===== src/rtl/axis_rr_arbiter_pkg.sv =====
// Shared definitions for the AXI-Stream round-robin packet arbiter.
package axis_rr_arbiter_pkg;

  typedef enum logic {
    IDLE   = 1'b0,
    LOCKED = 1'b1
  } state_t;

  localparam int N_PORTS_MIN = 2;
  localparam int N_PORTS_MAX = 8;

endpackage


===== src/rtl/axis_skid_buf.sv =====
// Two-entry AXI-Stream register slice: one output register plus one skid register.
module axis_skid_buf #(
  parameter int W = 8
) (
  input  logic         clk_i,
  input  logic         arstn_i,
  input  logic         in_valid,
  output logic         in_ready,
  input  logic [W-1:0] in_data,
  output logic         out_valid,
  input  logic         out_ready,
  output logic [W-1:0] out_data
);

  logic         skid_valid;
  logic [W-1:0] skid_data;
  logic         in_fire;

  // Ready depends only on the skid register, so it never loops back from out_ready.
  assign in_ready = ~skid_valid;
  assign in_fire  = in_valid & in_ready;

  always_ff @(posedge clk_i or negedge arstn_i) begin
    if (!arstn_i) begin
      out_valid  <= 1'b0;
      out_data   <= '0;
      skid_valid <= 1'b0;
      skid_data  <= '0;
    end else if (!out_valid || out_ready) begin
      if (skid_valid) begin
        out_valid  <= 1'b1;
        out_data   <= skid_data;
        skid_valid <= 1'b0;
      end else begin
        out_valid <= in_fire;
        if (in_fire) out_data <= in_data;
      end
    end else if (in_fire) begin
      skid_valid <= 1'b1;
      skid_data  <= in_data;
    end
  end

endmodule


===== src/rtl/axis_rr_arbiter.sv =====
// Packet-locked round-robin arbiter merging N AXI-Stream sources into one,
// with a two-entry register slice on the output.
module axis_rr_arbiter
  import axis_rr_arbiter_pkg::*;
#(
  parameter int N_PORTS    = 4,
  parameter int DATA_WIDTH = 8,
  parameter int ID_WIDTH   = 2
) (
  input  logic                          clk_i,
  input  logic                          arstn_i,
  input  logic [N_PORTS-1:0]            s_tvalid_i,
  output logic [N_PORTS-1:0]            s_tready_o,
  input  logic [N_PORTS*DATA_WIDTH-1:0] s_tdata_i,
  input  logic [N_PORTS-1:0]            s_tlast_i,
  input  logic [N_PORTS-1:0]            en_i,
  output logic                          m_tvalid_o,
  input  logic                          m_tready_i,
  output logic [DATA_WIDTH-1:0]         m_tdata_o,
  output logic                          m_tlast_o,
  output logic [ID_WIDTH-1:0]           m_tid_o,
  output logic                          busy_o
);

  localparam int PW = DATA_WIDTH + 1 + ID_WIDTH;

  if (N_PORTS < N_PORTS_MIN || N_PORTS > N_PORTS_MAX) begin : g_bad_n_ports
    $error("axis_rr_arbiter: N_PORTS out of range");
  end

  state_t                state;
  logic [ID_WIDTH-1:0]   grant;
  logic [ID_WIDTH-1:0]   rr_ptr;
  logic [ID_WIDTH-1:0]   pick;
  logic                  any_elig;
  logic [N_PORTS-1:0]    elig;
  logic                  buf_in_valid;
  logic                  buf_in_ready;
  logic                  in_fire;
  logic                  in_last;
  logic [DATA_WIDTH-1:0] in_data;
  logic [PW-1:0]         buf_out;
  int                    j;

  assign elig = s_tvalid_i & en_i;

  // First eligible port at or after rr_ptr, wrapping at N_PORTS.
  always_comb begin
    pick     = '0;
    any_elig = 1'b0;
    j        = 0;
    for (int i = 0; i < N_PORTS; i++) begin
      j = int'(rr_ptr) + i;
      if (j >= N_PORTS) j = j - N_PORTS;
      if (!any_elig && elig[j]) begin
        any_elig = 1'b1;
        pick     = ID_WIDTH'(j);
      end
    end
  end

  assign buf_in_valid = (state == LOCKED) && s_tvalid_i[grant];
  assign in_fire      = buf_in_valid && buf_in_ready;
  assign in_last      = s_tlast_i[grant];
  assign in_data      = s_tdata_i[grant*DATA_WIDTH +: DATA_WIDTH];

  always_comb begin
    s_tready_o = '0;
    if (state == LOCKED) s_tready_o[grant] = buf_in_ready;
  end

  // en_i only matters when choosing a winner; a granted packet always runs to tlast.
  always_ff @(posedge clk_i or negedge arstn_i) begin
    if (!arstn_i) begin
      state  <= IDLE;
      grant  <= '0;
      rr_ptr <= '0;
      busy_o <= 1'b0;
    end else begin
      case (state)
        IDLE: begin
          if (any_elig) begin
            grant  <= pick;
            state  <= LOCKED;
            busy_o <= 1'b1;
          end
        end
        LOCKED: begin
          if (in_fire && in_last) begin
            state  <= IDLE;
            busy_o <= 1'b0;
            rr_ptr <= (grant == ID_WIDTH'(N_PORTS - 1)) ? '0 : grant + 1'b1;
          end
        end
        default: begin
          state  <= IDLE;
          busy_o <= 1'b0;
        end
      endcase
    end
  end

  axis_skid_buf #(.W(PW)) u_obuf (
    .clk_i     (clk_i),
    .arstn_i   (arstn_i),
    .in_valid  (buf_in_valid),
    .in_ready  (buf_in_ready),
    .in_data   ({in_data, in_last, grant}),
    .out_valid (m_tvalid_o),
    .out_ready (m_tready_i),
    .out_data  (buf_out)
  );

  assign {m_tdata_o, m_tlast_o, m_tid_o} = buf_out;

endmodule


===== config.mk =====
export PLATFORM = sky130hd
export DESIGN_NAME = axis_rr_arbiter
export DESIGN_NICKNAME = d
export VERILOG_FILES = /design/src/rtl/axis_rr_arbiter_pkg.sv /design/src/rtl/axis_skid_buf.sv /design/src/rtl/axis_rr_arbiter.sv
export SDC_FILE = /design/constraint.sdc
export NUM_CORES = 1
export LEC_CHECK = 0
export ABC_CLOCK_PERIOD_IN_PS = 2300
export CORE_UTILIZATION = 45
export DETAILED_ROUTE_END_ITERATION = 12
export HOLD_SLACK_MARGIN = 0.1
export PLACE_DENSITY = 0.81
export SLEW_MARGIN = 10
export SYNTH_ARGS = -nofsm -noshare
export SYNTH_HDL_FRONTEND = slang
export SYNTH_HIERARCHICAL = 1
export SYNTH_SLANG_ARGS = --single-unit

===== constraint.sdc =====
create_clock -name clk_i -period 2.3 [get_ports clk_i]
set_clock_uncertainty 0.05 [all_clocks]
set_input_delay 0.23 -clock clk_i [delete_from_list [all_inputs] [get_ports clk_i]]
set_output_delay 0.23 -clock clk_i [all_outputs]
set_load 0.05 [all_outputs]

==> report_table.html <==
<table>
<tr><th>Metric</th><th>Value</th></tr>
<tr><th colspan="2">Power and ir drop</th></tr>
<tr><td>Fraction of power consumed by sequential logic</td><td>26.0%</td></tr>
<tr><td>Switching Fraction</td><td>40.8%</td></tr>
<tr><td>Power density relative to cell area</td><td>1470 nW/um^2</td></tr>
<tr><td>Clock power frac</td><td>11.5%</td></tr>
<tr><td>Net switching power</td><td>0.00155 W</td></tr>
<tr><td>Leakage power total</td><td>1.14 nW</td></tr>
<tr><td>Worst voltage drop across the vdd grid</td><td>0.637 mV</td></tr>
<tr><td>Internal cell power</td><td>0.00225 W</td></tr>
<tr><td>Part of the total power dissipated in combinational logic</td><td>62.5%</td></tr>
<tr><td>Post-layout total power</td><td>0.00380 W</td></tr>
<tr><th colspan="2">STA</th></tr>
<tr><td>Worst hold slack across all endpoints</td><td>285 ps</td></tr>
<tr><td>Slew at the pin closest to its max-slew limit</td><td>693 ps</td></tr>
<tr><td>Unrepaired setup endpoints after global routing</td><td>false</td></tr>
<tr><td>Worst slew margin</td><td>53.8%</td></tr>
<tr><td>Slew Limit Fails</td><td>0</td></tr>
<tr><td>Maximum clock frequency</td><td>462 MHz</td></tr>
<tr><td>Final Cycle Share</td><td>94.2%</td></tr>
<tr><td>Final-report hold violation count</td><td>0</td></tr>
<tr><td>Final number of setup-violating endpoints</td><td>0</td></tr>
<tr><td>Post-route minimum period</td><td>2170 ps</td></tr>
<tr><td>Final-layout setup total negative slack</td><td>0 ps</td></tr>
<tr><th colspan="2">Logic synthesis</th></tr>
<tr><td>Sequential-to-total area share from yosys stat</td><td>42.3%</td></tr>
<tr><td>Syn. warnings</td><td>6</td></tr>
<tr><td>Avg Inst Size Synth</td><td>14.3 um^2</td></tr>
<tr><td>Post-Synthesis Net Count</td><td>175</td></tr>
<tr><td>Number of synthesized flops with an enable pin</td><td>0</td></tr>
<tr><td>Share of async-settable or async-resettable flops after synthesis</td><td>100%</td></tr>
<tr><td>Most used DFF post-synth</td><td>dfrtp_1</td></tr>
<tr><td>Count of unique library cells instantiated by Yosys</td><td>28</td></tr>
<tr><td>Mapped cell area</td><td>1770 um^2</td></tr>
<tr><td>Flops &amp; latches, synth</td><td>30</td></tr>
<tr><td>Cells after synthesis</td><td>124</td></tr>
<tr><th colspan="2">Critical path</th></tr>
<tr><td>Worst r2r dst</td><td>u_obuf/out_data[2]</td></tr>
<tr><td>Launch point of the worst reg-to-reg path</td><td>grant[0]</td></tr>
<tr><td>Critical path origin</td><td>grant[0]</td></tr>
<tr><td>Maximum fanout along the worst path</td><td>11</td></tr>
<tr><td>Depth of the most critical reg-to-reg path</td><td>5</td></tr>
<tr><td>Req. time, crit path</td><td>2410 ps</td></tr>
<tr><td>Data arrival at the endpoint of the critical path</td><td>2280 ps</td></tr>
<tr><td>Crit Path Category</td><td>flip-flop to flip-flop</td></tr>
<tr><td>Worst-case register-to-register setup slack</td><td>130 ps</td></tr>
<tr><td>Nature of the critical path startpoint</td><td>flip-flop</td></tr>
<tr><td>Critical path endpoint category</td><td>flip-flop</td></tr>
<tr><th colspan="2">Global route</th></tr>
<tr><td>Maximum number of pins on one net before global-route repair</td><td>31</td></tr>
<tr><td>Global-route wire length before repair</td><td>6.67 mm</td></tr>
<tr><td>Global-route usage over all layers</td><td>21.8%</td></tr>
<tr><td>Number of global-route vias before repair</td><td>1391</td></tr>
<tr><td>Total global routing overflow</td><td>0</td></tr>
<tr><td>Initial antenna violation count</td><td>0</td></tr>
<tr><th colspan="2">Cells and area</th></tr>
<tr><td>Sequential Area</td><td>751 um^2</td></tr>
<tr><td>Area of the multi-input gates</td><td>956 um^2</td></tr>
<tr><td>Number of antenna repair diodes</td><td>0</td></tr>
<tr><td>Fraction of final layout cells with drive strength greater than 1</td><td>34.0%</td></tr>
<tr><td>Number of nets in the finished design</td><td>247</td></tr>
<tr><td>FILL cells</td><td>270</td></tr>
<tr><td>Post-route cell area</td><td>2590 um^2</td></tr>
<tr><td>Relative area change from synthesis to final layout</td><td>45.9%</td></tr>
<tr><th colspan="2">Floorplanning</th></tr>
<tr><td>X dimension of the die</td><td>64.8 um</td></tr>
<tr><td>Die area</td><td>4200 um^2</td></tr>
<tr><td>Starting Density</td><td>47.7%</td></tr>
<tr><td>Cell Rows</td><td>22</td></tr>
<tr><td>Number of placed I/O pins</td><td>64</td></tr>
<tr><td>Vertical die dimension</td><td>64.8 um</td></tr>
<tr><td>Core Area</td><td>3720 um^2</td></tr>
<tr><th colspan="2">Detailed routing</th></tr>
<tr><td>Total vias in the final route</td><td>1309</td></tr>
<tr><td>Mean number of vias per cell</td><td>5.34</td></tr>
<tr><td>Antenna-violating nets left</td><td>0</td></tr>
<tr><td>Remaining design rule violation count</td><td>0</td></tr>
<tr><td>Average wire per standard cell</td><td>16.8 um</td></tr>
<tr><td>1st-pass router iterations</td><td>4</td></tr>
<tr><td>DRT Wirelength</td><td>4.11 mm</td></tr>
<tr><td>Iteration-0 DRC Markers</td><td>31</td></tr>
<tr><th colspan="2">Flow run</th></tr>
<tr><td>Count of maximum capacitance violations</td><td>0</td></tr>
<tr><th colspan="2">Outcome</th></tr>
<tr><td>Outcome</td><td>completed</td></tr>
<tr><th colspan="2">CTS</th></tr>
<tr><td>Number of buffers inserted to repair setup after CTS</td><td>0</td></tr>
<tr><td>Cell at the root of the clock tree</td><td>clkbuf_8</td></tr>
<tr><td>Number of buffers inserted during clock tree synthesis</td><td>5</td></tr>
<tr><td>Insertion delay of the later-clocked pin in the worst-skew pair</td><td>280 ps</td></tr>
<tr><td>H-Tree Level Count</td><td>2</td></tr>
<tr><td>Bufs on Longest Clock Path</td><td>2</td></tr>
<tr><td>TritonCTS clock tree</td><td>yes</td></tr>
<tr><td>CTS Sinks</td><td>30</td></tr>
<tr><td>Worst-path clk slew</td><td>60 ps</td></tr>
<tr><th colspan="2">Place</th></tr>
<tr><td>Port Buf Inserts</td><td>63</td></tr>
<tr><td>Cell area after placement</td><td>2480 um^2</td></tr>
<tr><td>Dpl hpwl</td><td>3.15 mm</td></tr>
<tr><td>Routability congestion estimate from global placement</td><td>0.794</td></tr>
<tr><th colspan="2">Min path</th></tr>
<tr><td>Path class of the lowest-slack min-delay path</td><td>input pin to asynchronous set/reset pin</td></tr>
</table>
synth_stat cells, types with 2 or more instances:
| cell | instances | area (um^2) |
|---|---|---|
| nand2_1 | 11 | 41.3 |
| nor2_1 | 3 | 11.3 |
| inv_1 | 5 | 18.8 |
| dfrtp_1 | 30 | 751 |
| and3_1 | 5 | 31.3 |
| mux4_2 | 9 | 203 |
| o31ai_1 | 2 | 15.0 |
| mux2_2 | 16 | 180 |
| mux2_4 | 19 | 285 |
| buf_6 | 2 | 22.5 |
| a21oi_1 | 2 | 10.0 |
| ha_1 | 4 | 50.1 |
worst max-delay path: stages (launching register included):
cell and delay [ps]:
dfrtp_1 370, mux4_2 510, and2_1 190, buf_4 130
o21a_1 410, mux2_4 400
sequential cells by signal (all words and copies together), names as in the netlist:
signal and cells:
u_obuf/out_data 11, u_obuf/skid_data 11, grant 2, rr_ptr 2
busy_o 1, state 1, u_obuf/out_valid 1, u_obuf/skid_valid 1
stage by stage:
stage                     utilization [%]  cells  worst slack, ps
after floorplan                         -    124              310
after global placement               66.9    237            -76.7
after detailed placement             66.9    237             -125
after CTS                            69.4    245              112
after global routing                 69.6    245             41.3
final                                69.6    245              133
power groups by stage:
stage,Clock [W],Sequential (W),Combinational (W)
floorplan,0,0.00137,0.00134
global placement,0,0.000976,0.00231
detailed placement,0,0.000995,0.00238
CTS,0.000448,0.000988,0.00239
global route,0.000476,0.00102,0.00251
finish,0.000438,0.000988,0.00237
routing by layer:
layer	GRT usage (%)	share of wire [%]
met1	24.8	39
met5	0	0
met2	38.2	55
met4	8.06	1.3
met3	6.51	4.2
area by class of cell:
| type | instances | share of cell area [%] |
|---|---|---|
| clock buffer | 6 | 3.19 |
| clock inverter | 2 | 0.484 |
| inverter | 5 | 0.726 |
| multi-input combinational | 83 | 37.0 |
| sequential | 30 | 29.0 |
| tap | 48 | 2.32 |
| timing repair buffer | 71 | 27.3 |
worst max path at each step:
stage,end,slack (ps),cells past startpoint
after global routing,u_obuf/out_data[8],40,5
after global placement,u_obuf/out_data[10],-80,6
after detailed placement,u_obuf/out_data[7],-130,6
final,u_obuf/out_data[2],130,5
after CTS,u_obuf/skid_data[0],110,4
after floorplan,u_obuf/out_data[10],310,5
cells by family after synthesis:
logic type               share of synthesized area [%]
multiplexers                                      39.2
flip-flops                                        42.3
AND/OR/NAND/NOR                                   7.55
buffers and inverters                             4.09
AO/OA/AOI/OAI                                     4.02
adder cells (fa/ha/maj)                           2.82
timing repair:
action                                  in CTS  in global routing
hold buffers                                 0                  0
endpoints found under the setup margin       0                 11
endpoints found under the hold margin        0                  0
gates resized for setup                      0                  1
cells in the final DEF (no fill, tap or decap), types with 4 or more instances in the layout:
cell type        instances
clkdlybuf4s50_1         59
dfrtp_1                 30
mux2_4                  19
mux2_2                  16
nand2_1                 11
buf_4                   10
mux4_2                   9
clkbuf_8                 6
inv_1                    5
and3_1                   5
ha_1                     4
Power figures use the tool's default switching activity.
